## config.mk

```make
export PLATFORM = sky130hd
export DESIGN_NAME = mem_stage
export DESIGN_NICKNAME = d
export VERILOG_FILES = /design/src/rtl/mem_stage.sv
export SDC_FILE = /design/constraint.sdc
export NUM_CORES = 1
export LEC_CHECK = 0
export CAP_MARGIN = 20
export CORE_MARGIN = 2
export CORE_UTILIZATION = 35
export DETAILED_ROUTE_END_ITERATION = 8
export GPL_TIMING_DRIVEN = 0
export PLACE_DENSITY = 0.82
export SETUP_SLACK_MARGIN = 0.3
export SYNTH_ARGS = -nofsm -noshare
export SYNTH_HDL_FRONTEND = slang
export SYNTH_SLANG_ARGS = --single-unit
export TNS_END_PERCENT = 30
```

## constraint.sdc

```tcl
create_clock -name clk -period 2.25 [get_ports clk]
set_input_delay 0.3375 -clock clk [delete_from_list [all_inputs] [get_ports clk]]
set_output_delay 0.3375 -clock clk [all_outputs]
set_load 0.05 [all_outputs]
```

## src/rtl/mem_stage.sv

```systemverilog
// Memory access stage: lane steering and byte enables for stores, load extraction and extension.
// The load result and the misaligned flag are registered once per cycle for writeback.
module mem_stage (
    input  logic        clk,
    input  logic        rst,
    input  logic [31:0] alu_i,
    input  logic [31:0] wdata_i,
    input  logic [31:0] d_mem_i,
    input  logic        mem_re_i,
    input  logic        mem_wr_i,
    input  logic [2:0]  mem_f3_i,
    output logic [31:0] d_mem_addr_o,
    output logic        d_mem_re_o,
    output logic        d_mem_we_o,
    output logic [3:0]  d_mem_be_o,
    output logic [31:0] d_mem_wdata_o,
    output logic [31:0] result_o,
    output logic        misaligned_o
);

    logic [7:0]  byte_val;
    logic [15:0] half_val;
    logic [31:0] load_data;
    logic        load_mis;
    logic        store_mis;
    logic        misaligned;
    logic [3:0]  store_be;
    logic [31:0] store_data;

    assign d_mem_addr_o = {alu_i[31:2], 2'b00};

    always_comb begin
        byte_val = d_mem_i[7:0];
        case (alu_i[1:0])
            2'b00: byte_val = d_mem_i[7:0];
            2'b01: byte_val = d_mem_i[15:8];
            2'b10: byte_val = d_mem_i[23:16];
            2'b11: byte_val = d_mem_i[31:24];
            default: byte_val = d_mem_i[7:0];
        endcase
        half_val = alu_i[1] ? d_mem_i[31:16] : d_mem_i[15:0];
    end

    // Unused funct3 codes 011/110/111 fall into the word path.
    always_comb begin
        load_data = d_mem_i;
        load_mis  = (alu_i[1:0] != 2'b00);
        case (mem_f3_i)
            3'b000: begin
                load_data = {{24{byte_val[7]}}, byte_val};
                load_mis  = 1'b0;
            end
            3'b100: begin
                load_data = {24'h000000, byte_val};
                load_mis  = 1'b0;
            end
            3'b001: begin
                load_data = {{16{half_val[15]}}, half_val};
                load_mis  = alu_i[0];
            end
            3'b101: begin
                load_data = {16'h0000, half_val};
                load_mis  = alu_i[0];
            end
            default: begin
                load_data = d_mem_i;
                load_mis  = (alu_i[1:0] != 2'b00);
            end
        endcase
        if (load_mis) begin
            load_data = 32'h0000_0000;
        end
    end

    always_comb begin
        store_be   = 4'b1111;
        store_data = wdata_i;
        store_mis  = (alu_i[1:0] != 2'b00);
        case (mem_f3_i[1:0])
            2'b00: begin
                store_be   = 4'b0001 << alu_i[1:0];
                store_data = {4{wdata_i[7:0]}};
                store_mis  = 1'b0;
            end
            2'b01: begin
                store_be   = 4'b0011 << {alu_i[1], 1'b0};
                store_data = {2{wdata_i[15:0]}};
                store_mis  = alu_i[0];
            end
            default: begin
                store_be   = 4'b1111;
                store_data = wdata_i;
                store_mis  = (alu_i[1:0] != 2'b00);
            end
        endcase
    end

    // A store always takes priority over a simultaneous load request.
    assign misaligned    = mem_wr_i ? store_mis : load_mis;
    assign d_mem_re_o    = mem_re_i & ~mem_wr_i;
    assign d_mem_we_o    = mem_wr_i & ~misaligned;
    assign d_mem_be_o    = d_mem_we_o ? store_be : 4'b0000;
    assign d_mem_wdata_o = mem_wr_i ? store_data : 32'h0000_0000;

    always_ff @(posedge clk or posedge rst) begin
        if (rst) begin
            result_o     <= 32'h0000_0000;
            misaligned_o <= 1'b0;
        end else begin
            result_o     <= d_mem_re_o ? load_data : alu_i;
            misaligned_o <= (mem_re_i | mem_wr_i) & misaligned;
        end
    end

endmodule

```

Word level (Yosys, flattened, before mapping)
Index checks and enable logic that the tools add are counted.
{"block": "totals", "wordCells": 35, "out_inout_bits": 103, "input_bits": 103, "ff_bits": 33}
{"block": "op_classes", "n_shift": 2, "reduce_logical": 6, "n_eq_ne": 7, "muxes": 12, "n_bitwise": 6}
{"operator": "$pmux W32 S4", "count": 1}
{"operator": "$mux W32", "count": 3}
{"operator": "$pmux W32 S2", "count": 1}
{"operator": "$pmux W8 S4", "count": 1}
{"operator": "$mux W16", "count": 1}
{"operator": "$pmux W4 S2", "count": 1}
{"operator": "$eq A3 B3 Y1 const B", "count": 2}
{"operator": "$eq A2 B1 Y1 const B", "count": 2}
{"operator": "$eq A2 B2 Y1 const B", "count": 2}
{"operator": "$logic_not A2 Y1", "count": 2}
{"operator": "$mux W4", "count": 1}
{"operator": "$pmux W1 S2", "count": 2}
{"operator": "$reduce_or A2 Y1", "count": 2}
{"operator": "$shl A1 B2 Y4 const A", "count": 1}
{"operator": "$shl A2 B2 Y4 const A", "count": 1}
{"operator": "$and A1 B1 Y1", "count": 3}
{"operator": "$eq A3 B1 Y1 const B", "count": 1}
{"operator": "$logic_not A3 Y1", "count": 1}
{"operator": "$not A1 Y1", "count": 2}
{"operator": "$reduce_bool A2 Y1", "count": 1}
{"operator": "$mux W1", "count": 1}
{"operator": "$or A1 B1 Y1", "count": 1}

Logic depth before layout (Yosys ltp)
Gate-level depths: netlist (run 1).
{"block": "depth", "ltp_word": 7, "depth_mapped": 8}

Least setup slack after synthesis (run 1)
Ideal clock, no wire load.
{"block": "synth_path", "path_kind": "input to output", "start": "in mem_f3_i[0]", "end": "out d_mem_be_o[1]", "arrival_ns": 2.240, "n_path_buf": 2, "setup_slack_ns": -0.328, "required_time_ns": 1.913, "cell_stages": 5, "path_cell_list": "buf_2 -> or2_2 -> buf_2 -> xnor2_1 -> nor3b_1"}
{"block": "synth_via", "elab_chain_cells": 7}
{"element": "start: declaration", "line": "11", "text": "input logic [2:0] mem_f3_i,"}
{"element": "$eq A3 B3 Y1 (tied with other cells)", "line": "48", "text": "case (mem_f3_i)"}
{"element": "$reduce_or A2 Y1 (no source line)"}
{"element": "$pmux W1 S2", "line": "48"}
{"element": "$mux W1", "line": "99", "text": "assign misaligned = mem_wr_i ? store_mis : load_mis;"}
{"element": "$not A1 Y1", "line": "101", "text": "assign d_mem_we_o = mem_wr_i & ~misaligned;"}
{"element": "$and A1 B1 Y1", "line": "101"}
{"element": "$mux W4 *", "line": "102", "text": "assign d_mem_be_o = d_mem_we_o ? store_be : 4'b0000;"}
{"element": "end: declaration", "line": "15", "text": "output logic [3:0] d_mem_be_o,"}
Mark *: on every way between the ends. The rest lies on a longest branch, timed or not.

Worst setup path after layout (run 1)
{"block": "layout_path", "start": "in alu_i[28]", "end": "out d_mem_addr_o[28]"}
{"element": "start: declaration", "line": "6", "text": "input logic [31:0] alu_i,"}
{"element": "end: declaration", "line": "12", "text": "output logic [31:0] d_mem_addr_o,"}
No word-level cell between the ends.

==> results of run 1 <==
## worst max-delay path: cells and delay by family
kind | cells | cell delay, ns
buffers and inverters | 3 | 1.40
## power by group
part | switching [W] | total (W) | leakage [nW] | internal (W)
Combinational | 0.000729 | 0.00124 | 1.88 | 0.000508
Sequential | 0.0000115 | 0.000651 | 0.398 | 0.000640
Clock | 0.000215 | 0.000429 | 0.0450 | 0.000214
Total | 0.000956 | 0.00232 | 2.32 | 0.00136
## registers in the layout, indices dropped and copies added, names as in the netlist
register	count
misaligned_o	1
result_o	32
## through the flow
step	utilization, %	area, sq um	TNS [ns]	total power [W]
after CTS	65.1	5010	0	0.00232
after floorplan	-	2800	0	0.00140
final	65.8	5060	0	0.00232
after global placement	64.2	4940	-30.82	0.00189
after detailed placement	64.6	4960	-32.57	0.00191
after global routing	65.8	5060	0	0.00242
## logic make-up after synthesis
| logic type | Yosys count | share of synthesized area, % |
|---|---|---|
| AO/OA/AOI/OAI | 91 | 25.1 |
| XOR/XNOR | 2 | 0.632 |
| buffers and inverters | 68 | 15.3 |
| flip-flops | 33 | 29.8 |
| multiplexers | 26 | 9.79 |
| other | 1 | 0.135 |
| AND/OR/NAND/NOR | 102 | 19.3 |
## area by class of cell
type / count / area (sq um) / area share (%)
inverters: 6 / 23.8 / 0.470
clock inverters: 2 / 10.0 / 0.198
plain buffers: 62 / 450 / 8.90
repair buffers: 206 / 1980 / 39.2
diodes: 1 / 2.50 / 0.0495
well taps: 102 / 128 / 2.52
flip-flops and latches: 33 / 826 / 16.3
clock buffers: 6 / 72.6 / 1.43
multi-input cells: 223 / 1560 / 30.9
## worst paths after layout
kind | end | slack [ns] | cells after the start
setup / recovery | d_mem_addr_o[28] | 0.17 | 3
hold / removal | result_o[31]$_DFF_PP0_ | 0.40 | 2
max in group asynchronous | result_o[10]$_DFF_PP0_ | 1.35 | 3
min in group asynchronous | result_o[21]$_DFF_PP0_ | 0.41 | 2
## cells in the mapped netlist, types with 5 or more instances
cell type,count
a21boi_0,8
a21oi_1,11
a221o_1,16
a22oi_1,13
and2_1,17
buf_2,7
buf_4,33
clkbuf_1,16
dfrtp_1,33
inv_1,5
mux2_2,7
mux2i_1,17
nand2_1,45
nand3b_1,6
nor2b_1,15
o211ai_1,6
o21a_1,8
o21ai_0,16
## metal layers
metal	share of wire [%]	track usage (%)	routed length, um
met1	36	26.5	3940
met2	52	46.5	5790
met3	10	7.82	1130
met4	1.8	7.60	200
met5	0	0	0
## what timing repair did
| action | 4_1_cts | 5_1_grt |
|---|---|---|
| resized for setup | 221 | 22 |
| hold endpoints to repair | 0 | 0 |
| endpoints found under the setup margin | 86 | 77 |
| buffers inserted | 2 | 2 |
| hold buffers | 0 | 0 |
| pin swaps | 1 | 2 |
==> results.md, run 1 <==
- CP Cell Sequence: clkdlybuf4s50_1 -> buf_4 -> clkdlybuf4s50_1
- Remaining DRCs: 0
- Critical Path Most Common Cell: clkdlybuf4s50_1
- Starting Density: 36.1%
- Crit path arrival time: 1.74 ns
- RSZ-0062 raised after global routing: yes
- GRT Total Usage: 24.9%
- CP peak stage delay: 0.78 ns
- Critical path peak fanout: 2
- Gr ovfl total: 0
- Lkg Pwr: 2.32 nW
- Fill count: 638
- Power per cell area: 458 mW/mm^2
- Pre-Repair DR Iteration Count: 4
- Final clock period utilization by the worst path: 92.3%
- Outcome: complete, no violations
- Initial antenna violation count: 1
- Core Box Area: 0.00769 sq mm
- Cells after synthesis: 323
- Row count: 32
- H-tree lvl count: 2
- Max Freq: 0.482 GHz
- Register area share after synthesis: 29.8%
- Distinct cells, synth: 46
- Synth Flop Type: dfrtp_1
- First-pass GRT wire length: 16.9 mm
- Clock transition at the registers of the reported paths: 0.06 ns
- Final Critical Period: 2.08 ns
- Hold WC Path Type: primary input to register
- CTS root buffer: clkbuf_8
- Die Height: 93.0 um
- Largest net degree at the start of global routing: 24
- Mean Syn Cell Area: 8.58 sq um
- Vias in the first global route: 3,306
- VDD IR max: 0.000204 V
- Port Buffer Count: 201
- TritonCTS Sinks: 33
- Via/cell ratio: 5.12
- Final HPWL DP: 9.02 mm
- Worst setup path startpoint: alu_i[28]
- Final #Nets: 640
- Yosys reg bits: 33
- Drt total wl: 11.1 mm
- Fraction of layout cells with a size suffix above 1: 24.3%
- Maxcap violations: 0
- Dpl ws: -1.14 ns
- Layout Cells excl Fill: 641
- Vias: 3,284
- I/O pins: 206
- FFs w/ async S/R, synth: 100%
- Synthesis warning total: 0
- Crit end category: output pin
- Area grow syn2layout: 82.4%
- Final GP Congestion: 0.925
- Worst Setup Start Kind: primary input
- Worst path required time: 1.91 ns
- EDFF count, synth: 0
- Most frequent cells in the layout: 146 x clkdlybuf4s50_1, 50 x buf_4, 45 x nand2_1
- Final hold vios: 0
- Worst slew margin: 64.5%
- Full die area: 0.00865 sq mm
- Area leader, netlist: dfrtp_1
- CTS tree: done
- Placed Cells: 628
- Post-route ant nets: 0
- Worst-Margin Slew: 0.532 ns
- Max Buffers Root-to-Sink: 2
- Share of the synthesized area in the top cell type: 29.8%
- Die Wd: 93.0 um
- Final setup violation count: 0
- Dominant cells by area after synthesis: dfrtp_1 30%, buf_4 8.9%, mux2i_1 6.1%
- Setup WS post-layout: 0.173 ns
- Detailed Route Iter0 Violations: 129
- Max-slew violations: 0
- Commonest non-fill, non-tap cell in the layout: clkdlybuf4s50_1
- Hold_sp: d_mem_i[31]
- Worst path slowest cell: clkdlybuf4s50_1
- Critical setup path kind: primary input to output pin
- Syn Std Cell Area: 0.00277 sq mm
- WHS: 0.401 ns
- Routed length per placed instance: 17.3 um
- TritonCTS buffer count: 5
Note: power is estimated with default switching activity, not from simulation.
==> inputs of run 2 (changes only) <==
- HOLD_SLACK_MARGIN: unset -> 0.06
==> results of run 2 <==
Same layout as run 1: the final DEF is identical, and so are final timing and power.
